### config.mk
export PLATFORM = sky130hd
export DESIGN_NAME = uart_tx_fifo
export DESIGN_NICKNAME = d
export VERILOG_FILES = /design/src/rtl/uart_tx_fifo.sv
export SDC_FILE = /design/constraint.sdc
export NUM_CORES = 1
export LEC_CHECK = 0
export ABC_AREA = 1
export CORE_MARGIN = 3
export CORE_UTILIZATION = 45
export CTS_CLUSTER_DIAMETER = 80
export CTS_CLUSTER_SIZE = 8
export DETAILED_ROUTE_END_ITERATION = 6
export PLACE_DENSITY_LB_ADDON = 0.15
export SLEW_MARGIN = 0
export SYNTH_ARGS = -nofsm -noshare
export SYNTH_HDL_FRONTEND = slang
export SYNTH_SLANG_ARGS = --single-unit
### constraint.sdc
create_clock -name clk -period 2.1 [get_ports clk]
set_input_delay 0.525 -clock clk [delete_from_list [all_inputs] [get_ports clk]]
set_output_delay 0.525 -clock clk [all_outputs]
set_load 0.02 [all_outputs]
### src/rtl/uart_tx_fifo.sv
// uart_tx_fifo: byte FIFO feeding an 8N1 UART transmitter (8E1 when UART_TX_PARITY_EN is defined).
// Latency: a byte pushed into an empty, idle block makes txd fall on the 2nd rising edge after acceptance.
// Backpressure: tx_ready = FIFO not full; a byte offered while full is dropped and sets the sticky ovf flag.
//
// Ports:
//   clk        - system clock, all logic on its rising edge
//   n_rst      - synchronous active-low reset
//   tx_data    - byte to transmit, qualified by uout_valid
//   uout_valid - one-clock strobe per byte
//   tx_ready   - FIFO not full
//   txd        - registered serial line, idles high
//   tx_busy    - a frame is in progress or bytes are still buffered
//   ovf        - sticky: a byte was dropped on a full FIFO
//
// Macro UART_TX_PARITY_EN adds an even-parity bit between the data bits and the stop bit.
module uart_tx_fifo #(
    parameter int BAUD_DIV   = 434,
    parameter int FIFO_DEPTH = 8
) (
    input  logic       clk,
    input  logic       n_rst,
    input  logic [7:0] tx_data,
    input  logic       uout_valid,
    output logic       tx_ready,
    output logic       txd,
    output logic       tx_busy,
    output logic       ovf
);

    localparam int               AW        = (FIFO_DEPTH > 2) ? $clog2(FIFO_DEPTH) : 1;
    localparam logic [15:0]      BAUD_LAST = 16'(BAUD_DIV - 1);
    localparam logic [AW:0]      FULL_CNT  = (AW + 1)'(FIFO_DEPTH);

`ifdef UART_TX_PARITY_EN
    typedef enum logic [2:0] {
        IDLE  = 3'd0,
        START = 3'd1,
        DATA  = 3'd2,
        PAR   = 3'd3,
        STOP  = 3'd4
    } state_t;
`else
    typedef enum logic [2:0] {
        IDLE  = 3'd0,
        START = 3'd1,
        DATA  = 3'd2,
        STOP  = 3'd4
    } state_t;
`endif

    state_t          state_q, state_d;
    logic [7:0]      mem_q [FIFO_DEPTH];
    logic [AW-1:0]   wr_ptr_q, rd_ptr_q;
    logic [AW:0]     count_q;
    logic [15:0]     baud_q, baud_d;
    logic [2:0]      bit_q, bit_d;
    logic [7:0]      shift_q, shift_d;
    logic            txd_q, txd_d;
    logic            ovf_q;
    logic            full, push, pop, baud_end, fifo_nempty;
    logic [7:0]      head;
`ifdef UART_TX_PARITY_EN
    logic            par_q, par_d;
`endif

    assign full        = (count_q == FULL_CNT);
    assign fifo_nempty = (count_q != '0);
    // Full is taken from the registered count, so a pop on the same edge never frees room for a push.
    assign push        = uout_valid && !full;
    assign head        = mem_q[rd_ptr_q];
    assign baud_end    = (baud_q == BAUD_LAST);

    assign tx_ready = !full;
    assign tx_busy  = (state_q != IDLE) || fifo_nempty;
    assign txd      = txd_q;
    assign ovf      = ovf_q;

    always_comb begin
        state_d = state_q;
        baud_d  = baud_q + 16'd1;
        bit_d   = bit_q;
        shift_d = shift_q;
        pop     = 1'b0;
        txd_d   = 1'b1;
`ifdef UART_TX_PARITY_EN
        par_d   = par_q;
`endif
        unique case (state_q)
            IDLE: begin
                baud_d = '0;
                if (fifo_nempty) begin
                    pop     = 1'b1;
                    shift_d = head;
`ifdef UART_TX_PARITY_EN
                    par_d   = ^head;
`endif
                    state_d = START;
                end
            end
            START: begin
                txd_d = 1'b0;
                if (baud_end) begin
                    baud_d  = '0;
                    bit_d   = '0;
                    state_d = DATA;
                end
            end
            DATA: begin
                txd_d = shift_q[0];
                if (baud_end) begin
                    baud_d  = '0;
                    shift_d = {1'b1, shift_q[7:1]};
                    bit_d   = bit_q + 3'd1;
                    if (bit_q == 3'd7) begin
`ifdef UART_TX_PARITY_EN
                        state_d = PAR;
`else
                        state_d = STOP;
`endif
                    end
                end
            end
`ifdef UART_TX_PARITY_EN
            PAR: begin
                txd_d = par_q;
                if (baud_end) begin
                    baud_d  = '0;
                    state_d = STOP;
                end
            end
`endif
            STOP: begin
                txd_d = 1'b1;
                if (baud_end) begin
                    baud_d = '0;
                    // Chain straight into the next start bit so queued frames leave no idle gap.
                    if (fifo_nempty) begin
                        pop     = 1'b1;
                        shift_d = head;
`ifdef UART_TX_PARITY_EN
                        par_d   = ^head;
`endif
                        state_d = START;
                    end else begin
                        state_d = IDLE;
                    end
                end
            end
            default: begin
                baud_d  = '0;
                state_d = IDLE;
            end
        endcase
    end

    // Buffer storage needs no reset: the pointers and count define what is valid.
    always_ff @(posedge clk) begin
        if (push) begin
            mem_q[wr_ptr_q] <= tx_data;
        end
    end

    always_ff @(posedge clk) begin
        if (!n_rst) begin
            state_q  <= IDLE;
            baud_q   <= '0;
            bit_q    <= '0;
            shift_q  <= 8'hFF;
            txd_q    <= 1'b1;
            ovf_q    <= 1'b0;
            wr_ptr_q <= '0;
            rd_ptr_q <= '0;
            count_q  <= '0;
`ifdef UART_TX_PARITY_EN
            par_q    <= 1'b0;
`endif
        end else begin
            state_q <= state_d;
            baud_q  <= baud_d;
            bit_q   <= bit_d;
            shift_q <= shift_d;
            // txd follows the state held during the previous clock, hence the extra edge of latency.
            txd_q   <= txd_d;
`ifdef UART_TX_PARITY_EN
            par_q   <= par_d;
`endif
            if (uout_valid && full) begin
                ovf_q <= 1'b1;
            end
            if (push) begin
                wr_ptr_q <= wr_ptr_q + AW'(1);
            end
            if (pop) begin
                rd_ptr_q <= rd_ptr_q + AW'(1);
            end
            unique case ({push, pop})
                2'b10:   count_q <= count_q + (AW + 1)'(1);
                2'b01:   count_q <= count_q - (AW + 1)'(1);
                default: count_q <= count_q;
            endcase
        end
    end

endmodule

==> metrics.md, run 1 <==
| Metric | Value |
|---|---|
| Tightest Pin Transition | `0.935 ns` |
| Syn_nets | `545` |
| Reg clk slew, reported paths | `0.10 ns` |
| Vias in the first global route | `3541` |
| Antenna cells | `0` |
| Largest family of logic cells by synthesized area | `simple AND/OR/NAND/NOR gates` |
| Fillers | `932` |
| Power share of the clock group | `19.6%` |
| Mapped Cells | `525` |
| Sequential area share after synthesis | `59.0%` |
| Layout area overhead | `17.6%` |
| First-pass GRT wire length | `16.3 mm` |
| Fmax | `498 MHz` |
| Pleak | `2.25 nW` |
| Pwr per Cell Area | `1070 nW/um^2` |
| Setup total negative slack | `0 ns` |
| VDD IR max | `542 uV` |
| Post-route cell area | `5630 sq um` |
| Vias/cell | `5.04` |
| P_int | `3.85 mW` |
| CTS tree | `built` |
| Initial Util | `46.4%` |
| Crit Path Category | `register to register` |
| Total Wirelength | `9.64 mm` |
| Relative slew slack | `37.6%` |
| CP endpoint kind | `register` |
| Final Non-Filler Cells | `719` |
| WP data arrival | `2.32 ns` |
| Hold-fix buffers at CTS | `0` |
| Post-synthesis adder-cell area fraction | `2.35%` |
| Slew Viols, Final | `0` |
| Post-Synth XOR/XNOR Area | `1.83%` |
| Area of the mapped netlist | `4790 sq um` |
| Port bufs | `14` |
| Num ports | `15` |
| Simple logic cell fraction of the synthesized area | `28.4%` |
| Post-DP HPWL | `6.57 mm` |
| Pin count of the biggest net entering global routing | `33` |
| Required time of the critical path | `2.41 ns` |
| Clk root buf | `clkbuf_8` |
| CTS max path bufs | `2` |
| Post-synthesis mux area share | `0%` |
| Storage element area | `2830 sq um` |
| H-tree levels | `3` |
| Synth Area in Compound Gates | `3.11%` |
| Mean Syn Cell Area | `9.12 sq um` |
| Fin util | `54.5%` |
| Row cnt | `37` |
| Min Hold Slack | `0.458 ns` |
| Clock Sinks | `109` |
| Post-synth cell types | `33` |
| Final-report hold violation count | `0` |
| Initial antenna violation count | `0` |
| Initial drt markers | `194` |
| Outcome | `complete, no violations` |
| Logic gate share of total power | `37.5%` |
| Switch Pwr | `2.20 mW` |
| Skew-Pair Late Insertion Delay | `0.37 ns` |
| Placed cell area | `5260 sq um` |
| Worst R2R Setup Slack | `0.09 ns` |
| Antenna viol nets, final | `0` |
| Startpoint types | `register` |
| Wirelength per Cell | `13.4 microns` |
| Core Area | `10300 sq um` |
| Seq pwr share | `42.9%` |
| CTS buffer count | `9` |
| Ys Warns | `0` |
| Fin crit period | `2.01 ns` |
| Max-Cap Viols | `0` |
| Die area | `11900 sq um` |
| Total gr overflow | `0` |
| Final setup vio count | `0` |
| Period utilization | `95.6%` |
| Chip width | `109 microns` |
| Multi-input logic area | `1800 sq um` |
| Die Y | `109 microns` |
| TritonRoute pass-1 iters | `4` |
| Sw Ratio | `36.4%` |
| Post-Route Skew | `0.00761 ns` |
| Hold Path Class | `register to register` |
| Placer Congestion | `0.780` |
| DR vias | `3621` |
| Final #Nets | `598` |
| Number of synthesized register bits | `109` |
| Gr usage total | `17.8%` |
| Layout cells sized above 1 | `17.5%` |
| Residual DRC | `0` |
| Inst Count DP | `689` |
| Peak fanout along the critical path | `3` |
[per-stage QoR]
step	power [mW]	worst slack, ns
6_report	6.04	0.0925
5_1_grt	6.52	-0.0201
4_1_cts	5.98	0.0237
3_5_place_dp	4.65	-0.122
3_3_place_gp	4.60	-0.0499
2_1_floorplan	4.07	0.0239
[state kept, by name, indices dropped and copies added (netlist names), named ones only]
signal,count
txd,1
ovf,1
rd_ptr_q,3
mem_q,64
wr_ptr_q,3
bit_q,3
count_q,4
shift_q,8
baud_q,16
state_q,3
[critical path, stage by stage, from the launching register on]
cell      delay (ns)
dfxtp_2         0.34
inv_2           0.04
ha_4            0.15
inv_2           0.06
nor2_4          0.03
nand2_2         0.07
nor2_4          0.04
nand2_4         0.07
nand2_4         0.06
buf_4           0.13
buf_4           0.12
buf_4           0.12
buf_4           0.12
buf_4           0.12
buf_4           0.12
buf_4           0.13
nand3b_1        0.07
nand2_1         0.05
nor2_1          0.10
[area by class of cell]
| cell class | count | share of cell area [%] |
|---|---|---|
| clock buffer | 9 | 2.20 |
| sequential | 109 | 50.2 |
| timing repair buffer | 59 | 8.51 |
| inverter | 45 | 3.07 |
| tap | 136 | 3.02 |
| clock inverter | 7 | 1.02 |
| multi-input combinational | 354 | 31.9 |
[worst paths after layout]
kind                                 from       end  cells after the start
worst max-delay path            baud_q[1]  register                     18
worst min-delay path                  ovf       ovf                      2
worst max register to register  baud_q[1]  register                     18
worst min register to register        ovf       ovf                      2
[power by group through the flow]
stage                     clock [mW]  sequential [mW]  combinational [mW]
after floorplan                    0             2.63                1.44
after global placement             0             2.63                1.97
after detailed placement           0             2.63                2.01
after CTS                       1.24             2.59                2.15
after global routing            1.32             2.62                2.58
final                           1.18             2.59                2.27
[layout by cell type (no fill, tap or decap), types with 2 or more instances in the layout]
| master | instances |
|---|---|
| xor2_1 | 8 |
| o21ai_0 | 3 |
| clkdlybuf4s50_1 | 12 |
| a21oi_1 | 21 |
| nor3b_1 | 2 |
| inv_2 | 5 |
| o21ai_1 | 3 |
| nand2_1 | 130 |
| dfxtp_2 | 3 |
| inv_8 | 3 |
| clkbuf_8 | 9 |
| nand2_4 | 5 |
| nand2_2 | 6 |
| nand3_1 | 81 |
| ha_4 | 3 |
| nor2_2 | 7 |
| inv_1 | 37 |
| edfxtp_1 | 64 |
| buf_4 | 44 |
| nand4_1 | 6 |
| clkinvlp_4 | 2 |
| dfxtp_1 | 42 |
| nand3_2 | 2 |
| nor3_1 | 5 |
| dlygate4sd2_1 | 2 |
| a21oi_2 | 2 |
| clkinv_1 | 2 |
| xnor2_1 | 2 |
| nor2_1 | 54 |
| clkinv_2 | 2 |
| nor2_4 | 4 |
| ha_1 | 6 |
[Yosys cell counts]
cell | count | area (sq um)
nand2_1 | 134 | 503
nand3_1 | 82 | 410
edfxtp_1 | 64 | 1920
nor2_1 | 59 | 221
dfxtp_1 | 45 | 901
inv_1 | 40 | 150
a21oi_1 | 22 | 110
ha_1 | 9 | 113
buf_2 | 8 | 40.0
xor2_1 | 8 | 70.1
clkbuf_1 | 6 | 22.5
nand4_1 | 6 | 37.5
nor3_1 | 5 | 25.0
nand2_2 | 4 | 25.0
nor2_2 | 4 | 25.0
o21ai_0 | 4 | 20.0
inv_2 | 3 | 11.3
nand2_4 | 3 | 33.8
nor2_4 | 2 | 22.5
nor3b_1 | 2 | 15.0
o21ai_1 | 2 | 10.0
xnor2_1 | 2 | 17.5
a21oi_2 | 1 | 8.76
and2_1 | 1 | 6.26
buf_1 | 1 | 3.75
buf_4 | 1 | 7.51
buf_6 | 1 | 11.3
clkinv_1 | 1 | 3.75
clkinv_2 | 1 | 5.00
nand3_2 | 1 | 10.0
nand3b_1 | 1 | 7.51
nor3_2 | 1 | 10.0
or2_2 | 1 | 6.26
[repair_timing]
| item | 4_1_cts | 5_1_grt |
|---|---|---|
| pin swaps | 6 | 9 |
| resized for setup | 8 | 20 |
| setup endpoints to repair | 3 | 11 |
| buffers inserted | 13 | 1 |
| hold endpoints to repair | 0 | 0 |
[cells by family after synthesis]
family          Yosys count
buf+inv                  62
fa+ha+maj                 9
simple gates            306
flops                   109
xor+xnor                 10
compound gates           29
[layer usage]
| layer | track usage, % | routed length [microns] | vias up | part of all wire [%] |
|---|---|---|---|---|
| met3 | 3.91 | 288 | 13 | 3.0 |
| met2 | 31.3 | 4940 | 48 | 51 |
| met1 | 21.7 | 4270 | 1711 | 44 |
| met5 | 0 | 0 | - | 0 |
| met4 | 5.86 | 144 | 0 | 1.5 |
| li1 | - | - | 1849 | - |
No activity file was read; power rests on OpenSTA's default activity.
==> inputs of run 2 (changes only) <==
--- a/config.mk
+++ b/config.mk
@@ -9,7 +9,6 @@
 export CORE_MARGIN = 3
 export CORE_UTILIZATION = 45
 export CTS_CLUSTER_DIAMETER = 80
-export CTS_CLUSTER_SIZE = 8
 export DETAILED_ROUTE_END_ITERATION = 6
 export PLACE_DENSITY_LB_ADDON = 0.15
 export SLEW_MARGIN = 0
==> results of run 2 <==
No change in the layout: final DEF, timing and power equal those of run 1.
==> inputs of run 3 (changes only) <==
--- a/config.mk
+++ b/config.mk
@@ -6,6 +6,7 @@
 export NUM_CORES = 1
 export LEC_CHECK = 0
 export ABC_AREA = 1
+export CAP_MARGIN = 0
 export CORE_MARGIN = 3
 export CORE_UTILIZATION = 45
 export CTS_CLUSTER_DIAMETER = 80
==> results of run 3 <==
No change in the layout: final DEF, timing and power equal those of run 1.
